--- config.mk ---
export PLATFORM = sky130hd
export DESIGN_NAME = pipe_mux_flat
export DESIGN_NICKNAME = d
export VERILOG_FILES = /design/src/rtl/pipe_mux_if.sv /design/src/rtl/pipe_mux.sv /design/src/flat_wrapper.sv
export SDC_FILE = /design/constraint.sdc
export NUM_CORES = 1
export LEC_CHECK = 0
export ABC_AREA = 0
export CORE_MARGIN = 2
export CORE_UTILIZATION = 38
export CTS_BUF_LIST = sky130_fd_sc_hd__clkbuf_8
export CTS_CLUSTER_DIAMETER = 40
export DETAILED_ROUTE_END_ITERATION = 10
export GPL_TIMING_DRIVEN = 0
export MAX_ROUTING_LAYER = met4
export PLACE_DENSITY = 0.78
export SYNTH_ARGS = -nofsm -noshare
export SYNTH_HDL_FRONTEND = slang
export SYNTH_SLANG_ARGS = --single-unit
--- constraint.sdc ---
create_clock -name iClk -period 1.4 [get_ports iClk]
set_input_delay 0.21 -clock iClk [delete_from_list [all_inputs] [get_ports iClk]]
set_output_delay 0.21 -clock iClk [all_outputs]
set_load 0.02 [all_outputs]
--- src/rtl/pipe_mux_if.sv ---
// Handshake bundle for pipe_mux: flattened input channels with valid/ready
// upstream, registered selected beat with valid/ready downstream, and flush.
interface pipe_mux_if #(
  parameter int WIDTH  = 32,
  parameter int NUM_IN = 4,
  parameter int SEL_W  = 2
);
  logic [WIDTH*NUM_IN-1:0] iData;
  logic [SEL_W-1:0]        iControl;
  logic                    iValid;
  logic                    oReady;
  logic                    iFlush;
  logic [WIDTH-1:0]        oData;
  logic [SEL_W-1:0]        oControl;
  logic                    oValid;
  logic                    iReady;

  // Mux side: consumes the upstream beat, produces the selected beat.
  modport slave (
    input  iData, iControl, iValid, iFlush, iReady,
    output oReady, oData, oControl, oValid
  );

  // Environment side: drives upstream and downstream handshakes.
  modport master (
    output iData, iControl, iValid, iFlush, iReady,
    input  oReady, oData, oControl, oValid
  );
endinterface

--- src/rtl/pipe_mux.sv ---
// Registered N:1 channel mux with a two-entry skid buffer so oReady is a
// flop output while still sustaining one beat per cycle.
module pipe_mux #(
  parameter int WIDTH  = 32,
  parameter int NUM_IN = 4,
  parameter int SEL_W  = 2
) (
  input logic      iClk,
  input logic      iReset,
  pipe_mux_if.slave bus
);

  typedef enum logic [1:0] {
    EMPTY = 2'd0,
    ONE   = 2'd1,
    TWO   = 2'd2
  } state_t;

  state_t           state;
  state_t           nextState;
  logic             readyReg;
  logic [WIDTH-1:0] mainData;
  logic [SEL_W-1:0] mainCtrl;
  logic [WIDTH-1:0] skidData;
  logic [SEL_W-1:0] skidCtrl;

  logic             accept;
  logic             drain;
  logic             loadMainFromIn;
  logic             loadMainFromSkid;
  logic             loadSkid;
  int               selIdx;
  logic [WIDTH-1:0] selData;

  assign accept = bus.iValid && readyReg;
  assign drain  = (state != EMPTY) && bus.iReady;

  // Selects at or above the last channel all map onto the last channel.
  always_comb begin
    // NOTE: every combinational output gets a default first so no path can infer a latch.
    selIdx  = NUM_IN - 1;
    selData = '0;
    if (int'(bus.iControl) < NUM_IN - 1)
      selIdx = int'(bus.iControl);
    for (int k = 0; k < NUM_IN; k++)
      if (k == selIdx)
        selData = bus.iData[k*WIDTH +: WIDTH];
  end

  always_comb begin
    nextState        = state;
    loadMainFromIn   = 1'b0;
    loadMainFromSkid = 1'b0;
    loadSkid         = 1'b0;
    unique case (state)
      EMPTY: begin
        if (accept) begin
          nextState      = ONE;
          loadMainFromIn = 1'b1;
        end
      end
      ONE: begin
        if (accept && drain) begin
          loadMainFromIn = 1'b1;
        end else if (accept) begin
          nextState = TWO;
          loadSkid  = 1'b1;
        end else if (drain) begin
          nextState = EMPTY;
        end
      end
      TWO: begin
        if (drain) begin
          nextState        = ONE;
          loadMainFromSkid = 1'b1;
        end
      end
      default: nextState = EMPTY;
    endcase
    // Flush drops everything but leaves the data registers untouched.
    if (bus.iFlush) begin
      nextState        = EMPTY;
      loadMainFromIn   = 1'b0;
      loadMainFromSkid = 1'b0;
      loadSkid         = 1'b0;
    end
  end

  always_ff @(posedge iClk) begin
    // NOTE: data registers are reset too, because oData/oControl must read zero out of reset.
    if (iReset) begin
      state    <= EMPTY;
      readyReg <= 1'b1;
      mainData <= '0;
      mainCtrl <= '0;
      skidData <= '0;
      skidCtrl <= '0;
    end else begin
      // NOTE: non-blocking assignments keep every flop sampling pre-edge values.
      state    <= nextState;
      readyReg <= (nextState != TWO);
      if (loadMainFromIn) begin
        mainData <= selData;
        mainCtrl <= bus.iControl;
      end else if (loadMainFromSkid) begin
        mainData <= skidData;
        mainCtrl <= skidCtrl;
      end
      if (loadSkid) begin
        skidData <= selData;
        skidCtrl <= bus.iControl;
      end
    end
  end

  assign bus.oReady   = readyReg;
  assign bus.oValid   = (state != EMPTY);
  assign bus.oData    = mainData;
  assign bus.oControl = mainCtrl;

endmodule

--- src/flat_wrapper.sv ---
// flat-port wrapper written by rule: the top's interface ports become plain ports
module pipe_mux_flat 
#(
  parameter int WIDTH  = 32,
  parameter int NUM_IN = 4,
  parameter int SEL_W  = 2
)
  (iClk, iReset, bus_iData, bus_iControl, bus_iValid, bus_iFlush, bus_iReady, bus_oReady, bus_oData, bus_oControl, bus_oValid);
  pipe_mux_if #(.WIDTH(WIDTH), .NUM_IN(NUM_IN), .SEL_W(SEL_W)) bus_i ();
  input logic iClk;
  input logic iReset;
  input wire logic [$bits(bus_i.iData)-1:0] bus_iData;
  input wire logic [$bits(bus_i.iControl)-1:0] bus_iControl;
  input wire logic [$bits(bus_i.iValid)-1:0] bus_iValid;
  input wire logic [$bits(bus_i.iFlush)-1:0] bus_iFlush;
  input wire logic [$bits(bus_i.iReady)-1:0] bus_iReady;
  output wire logic [$bits(bus_i.oReady)-1:0] bus_oReady;
  output wire logic [$bits(bus_i.oData)-1:0] bus_oData;
  output wire logic [$bits(bus_i.oControl)-1:0] bus_oControl;
  output wire logic [$bits(bus_i.oValid)-1:0] bus_oValid;
  assign bus_i.iData = bus_iData;
  assign bus_i.iControl = bus_iControl;
  assign bus_i.iValid = bus_iValid;
  assign bus_i.iFlush = bus_iFlush;
  assign bus_i.iReady = bus_iReady;
  assign bus_oReady = bus_i.oReady;
  assign bus_oData = bus_i.oData;
  assign bus_oControl = bus_i.oControl;
  assign bus_oValid = bus_i.oValid;
  pipe_mux #(.WIDTH(WIDTH), .NUM_IN(NUM_IN), .SEL_W(SEL_W)) u_core (.iClk(iClk), .iReset(iReset), .bus(bus_i));
endmodule
* Word level (Yosys, flattened, before mapping)
Cells that the tools add are included.
** Word-level totals
- Flip-flop bits (word level) :: 71
- Bits in latches :: 0
- Memory bits (writable) :: 0
- Memory bits (read-only) :: 0
- Bits of input ports :: 135
- Output and inout bits :: 36
- Word-level logic and storage cells :: 46
- Memories kept :: 0
** Operators by class
- Add/subtract/negate cells :: 0
- $mul :: 0
- Div/mod/pow operators :: 0
- Magnitude comparators :: 1
- Equal/unequal tests :: 6
- Shift operators :: 0
- Muxes and demuxes :: 26
- Bitwise gates (word level) :: 0
- Reduce and logical (&&, ||, !) cells :: 7
** Operators with widths (number)
- $mux 32 :: 6
- $logic_not 32->1 :: 1
- $mux 2 :: 9
- $mux 1 :: 9
- $pmux 2 s3 :: 1
- $eq 2x2->1 const A :: 2
- $reduce_bool 2->1 :: 2
- $logic_and 1x1->1 :: 3
- $eq 1x2->1 const A :: 1
- $eq 2x1->1 const B :: 1
- $eq 2x2->1 const B :: 1
- $logic_not 2->1 :: 1
- $lt 2x2->1 const B :: 1
- $ne 2x2->1 const B :: 1
- $pmux 1 s2 :: 1

* Logic depth before layout (Yosys ltp)
Gate-level depths: netlist of the first run.
- Depth in word-level cells :: 8
- Depth in mapped cells :: 6

* Worst setup path before layout of the first run
No wires, ideal clock.
- Path type :: register to register
- Start point :: register u_core.readyReg (netlist: u_core.bus.oReady)
- End point :: register u_core.mainData[11] (netlist: u_core.bus.oData[11])
- Setup time :: 118 ps
- Data arrival time :: 1566 ps
- Required time :: 1282 ps
- Path slack :: -284 ps
- Stages on the path, launching flop included :: 7
- Buffers on the path :: 2
- Period minus slack after synthesis :: 1684 ps
- Path through :: dfxtp_1 -> nand2_1 -> or4b_1 -> buf_2 -> nand2b_2 -> buf_6 -> o2bb2ai_1
** Between the ends
- Cells in the longest elaborated chain, start to end :: 6
- Elaborated cells on any way between the ends :: 8
- Those cells by class :: mux (5); reduce/logical (3)
** RTL lines
- start: declaration :: RTL line pipe_mux.sv:21 : logic readyReg;
- start signal: assignment :: RTL line pipe_mux.sv:101 : readyReg <= (nextState != TWO);
- $logic_and 1x1->1 * :: RTL line pipe_mux.sv:35 : assign accept = bus.iValid && readyReg;
- $logic_and 1x1->1 :: RTL line pipe_mux.sv:63 : if (accept && drain) begin
- $mux 1 :: RTL line pipe_mux.sv:63
- $pmux 1 s2 * :: RTL line pipe_mux.sv:55 : unique case (state)
- $mux 1 * :: RTL line pipe_mux.sv:81 : if (bus.iFlush) begin
- $mux 32 or $reduce_bool 2->1 (tied branches)
- end signal: assignment :: RTL line pipe_mux.sv:103 : mainData <= selData;
- end signal: assignment :: RTL line pipe_mux.sv:106 : mainData <= skidData;
- end: declaration :: RTL line pipe_mux.sv:22 : logic [WIDTH-1:0] mainData;
Mark *: on every way between the ends. The rest lies on a longest branch, timed or not.
A chain may end at the register's enable or synchronous reset.

* Worst setup path after layout of the first run
- Start point :: register u_core.state[0]
- End point :: register u_core.mainData[5] (netlist: u_core.bus.oData[5])
** Between the ends
- Cells in the longest elaborated chain, start to end :: 7
- Elaborated cells on any way between the ends :: 14
- Those cells by class :: eq/ne (2); mux (7); reduce/logical (5)
** RTL lines
- start: declaration :: RTL line pipe_mux.sv:19 : state_t state;
- start signal: assignment :: RTL line pipe_mux.sv:100 : state <= nextState;
- $reduce_bool 2->1 :: RTL line pipe_mux.sv:36 : assign drain = (state != EMPTY) && bus.iReady;
- $logic_and 1x1->1 :: RTL line pipe_mux.sv:36
- $logic_and 1x1->1 :: RTL line pipe_mux.sv:63
- $mux 1 :: RTL line pipe_mux.sv:63
- $pmux 1 s2 :: RTL line pipe_mux.sv:55
- $mux 1 :: RTL line pipe_mux.sv:81
- $mux 32 or $reduce_bool 2->1 (tied branches)
Parallel ways exist; a longest one is shown, timed or not.

==> key figures, run 1 <==
Floorplan
  – Die Span X: 101 um
  – Chip height: 101 um
  – Core area: just over 9000 um^2
  – Top-Level Pins: between 150 and 200
  – Initial cell density of the core: 0.391
  – Cell Rows: 35
  – Die area: between 10000 and 15000 um^2

Routing
  – Via density: 5.38
  – Routed len/inst: 19.3 um
  – Total length of routed wires: about 12000 um
  – Via count: 3440
  – DR iter-0 viols: 70
  – Residual DRC: 0
  – Routed Antenna Nets: 0
  – First-pass DRT Iterations: 4

Power and ir drop
  – Power Total: 4.76 mW
  – Pwr dens: approximately 720 nW/um^2
  – Leak: about 2.4 nW
  – Worst vdd ir: 498 uV

Synth
  – Synthesized flop and latch total: slightly above 70
  – Syn Inst Count: 324
  – Seq/Total Area, Yosys: 0.395
  – Top post-synthesis cells by area: dfxtp_1, mux4_2, mux2i_1
  – Yosys top cell area share: 0.395
  – YS warnings: 0
  – Synth area leader: dfxtp_1
  – Yosys cell types: 26
  – Netlist Area Pre-Place: 3600 um^2
  – Post-Syn Nets: ~460
  – Syn_area_per_cell: 11.1 um^2

Timing
  – Setup Viol. Count Final: 69
  – Worst Clk Skew: between 0.02 and 0.025 ns
  – Worst slew margin: 0.451
  – Slew Viols, Final: 0
  – Post-layout worst setup margin: -0.172 ns
  – Fmax: 0.636 GHz
  – RSZ-0062 raised after global routing: yes
  – Fin crit share: 1.12
  – Final min period: ~1.6 ns
  – Final hold viol count: 0
  – Actual slew at the worst max-slew pin: about 0.82 ns

Clocking
  – Clk sink count: slightly above 70
  – Root Buffer: clkbuf_8
  – TritonCTS clock tree: built
  – CTS Buf Count: 9
  – Clk buf depth: 2
  – Cts hold-fix bufs: 0
  – Worst-Skew Late Latency: around 0.35 ns
  – H-tree levels: 3
  – CTS clock-pin slew for the worst setup and hold paths: 0.09 ns

Min path
  – Worst min-delay path startpoint: bus_iReady
  – Worst hold endpoint: u_core.state[1]
  – Worst hold path class: primary input to flip-flop
  – Hold Crit Depth: 2

Finish
  – Number of fill cells: approximately 650
  – Area growth, synth to finish: 82.9%
  – Post-layout util: 0.716
  – Post-route cell area: between 6000 and 7000 um^2
  – Multi-input logic area: 2550 um^2
  – Ratio of cells with drive above 1 in the final layout: 0.392
  – Nets: between 600 and 700
  – ANT cells: 0
  – Fin cells: 639
  – Storage element area: 1430 um^2

Place
  – Post-DP Area: 5460 um^2
  – Placed Instances: 603
  – DP HPWL: 8360 um
  – GPL Wtd Cong: 0.791
  – Buffers on Ports: between 150 and 200
  – Setup WS pre-CTS: -0.897 ns

Global routing
  – Overflow after GRT: 0
  – Total track usage: 0.237
  – Wire length of the first global-routing pass: around 18000 um
  – Met1 GRT Util: 0.244
  – GR Layer Usage met2: 0.440
  – GR peak layer: met2
  – Largest net degree at the start of global routing: 12
  – Met3 Track Usage GR: 0.0587
  – Initial antenna violation count: 0
  – Vias in the first global route: 3830

Setup path
  – Slowest stage cell, crit path: or4b_4
  – Crit path max-delay family: simple AND/OR/NAND/NOR gates
  – CP required: 1.66 ns
  – Worst-case reg-to-reg path depth: 5
  – Slowest Stage Delay on Critical Path: 0.53 ns
  – Critical path class: flip-flop to flip-flop
  – Launching point of the worst reg2reg path: u_core.state[0]
  – R2R setup slack: -0.17 ns
  – Worst path cell trace: nand2b_4, or4b_4, nor2_8, buf_8, o2bb2ai_1
  – R2R Path End: u_core.bus.oData[5]
  – Buf+Inv Stages, Crit Path: 1
  – Critical Path End Type: flip-flop
  – Crit path DAT: 1.84 ns
  – Crit-path max FO: 10
  – Setup crit start kind: flip-flop

Job
  – # Max-Cap Violations: 0

Run status
  – Failing checks: setup timing
  – Status: finished with violations
## registers in the layout, indices dropped and copies added (netlist names)
signal and flops:
u_core.bus.oReady 1, u_core.skidCtrl 2, u_core.skidData 32, u_core.state 2, u_core.bus.oData 32, u_core.bus.oControl 2
## cell type report
type	instances	share of cell area
buffer	29	0.0538
clock buffer	11	0.0230
timing repair buffer	190	0.295
multi-input combinational	223	0.387
sequential	71	0.218
clock inverter	4	0.00247
tap	111	0.0211
## metal layers
layer | up-vias | wire length, um
li1 | 1612 | -
met1 | 1698 | 4680
met2 | 120 | 6790
met3 | 10 | 706
met4 | 0 | 125
met5 | - | 0
## timing repair
item / CTS / global route
gates cloned: 3 / 4
pin swaps: 65 / 10
resized for setup: 155 / 76
setup endpoints to repair: 104 / 69
setup buffers: 9 / 7
## logic make-up after synthesis
group / synth area share
AO/OA/AOI/OAI: 0.155
buffers and inverters: 0.0507
AND/OR/NAND/NOR: 0.105
multiplexers: 0.295
flip-flops: 0.395
## worst max-delay path by stage
stage,start,to,cells past startpoint
6_report,u_core.state[0],u_core.bus.oData[5],5
5_1_grt,u_core.state[0],u_core.bus.oData[1],5
3_3_place_gp,bus_iReady,u_core.skidCtrl[1],6
2_1_floorplan,u_core.bus.oReady,u_core.bus.oData[12],6
4_1_cts,u_core.state[0],u_core.bus.oData[27],6
3_5_place_dp,bus_iReady,u_core.skidData[9],6
## synthesized netlist by cell type
library cell	count
o21bai_1	1
mux4_2	32
mux2i_1	34
buf_8	1
a21oi_1	36
or4_1	2
nand2_1	69
dfxtp_1	71
nor2_8	1
clkbuf_1	9
nand2b_2	2
o2bb2ai_2	10
or2_2	1
nor4_2	1
a211oi_1	3
buf_2	11
nor2_1	4
buf_4	3
clkbuf_4	3
o21ai_0	1
o2bb2ai_1	22
and3b_1	1
buf_6	3
or4b_1	1
nor4_1	1
nor2b_1	1
## metrics by stage
step	TNS, ns	hold slack [ns]
floorplan	-4.61	0.288
global placement	-46.13	0.441
detailed placement	-49.78	0.446
CTS	-7.49	0.224
global route	-12.12	0.257
finish	-9.44	0.251
## power by group
group | leakage, nW | internal (mW) | switching [mW]
clock network | 0.0990 | 0.709 | 0.727
registers | 0.578 | 2.09 | 0.0465
logic | 1.67 | 0.711 | 0.477
## layout by cell type (no fill, tap or decap), types with 2 or more instances in the layout
cell type        netlist  final
clkdlybuf4s50_1        0    129
dfxtp_1               71     68
dlygate4sd2_1          0     38
nand2_4                0     35
a21oi_2                0     34
mux4_2                32     32
nand2_1               69     31
mux2i_1               34     28
o2bb2ai_2             10     20
buf_4                  3     15
o2bb2ai_1             22     12
clkbuf_8               0     11
buf_8                  1      7
buf_12                 0      6
clkbuf_16              0      6
buf_6                  3      5
mux2i_2                0      5
clkbuf_2               0      5
clkbuf_1               9      3
nand2_2                0      3
inv_1                  0      3
buf_16                 0      3
dfxtp_4                0      3
nand2b_4               0      2
a21oi_1               36      2
nor2_2                 0      2
a211oi_2               0      2
Power figures use the tool's default switching activity.
==> run 2: changes to the inputs <==
--- a/config.mk
+++ b/config.mk
@@ -12,6 +12,7 @@
 export CTS_CLUSTER_DIAMETER = 40
 export DETAILED_ROUTE_END_ITERATION = 10
 export GPL_TIMING_DRIVEN = 0
+export HOLD_SLACK_MARGIN = 0.06
 export MAX_ROUTING_LAYER = met4
 export PLACE_DENSITY = 0.78
 export SYNTH_ARGS = -nofsm -noshare
==> results of run 2 <==
Same layout as run 1: the final DEF is identical, and so are final timing and power.
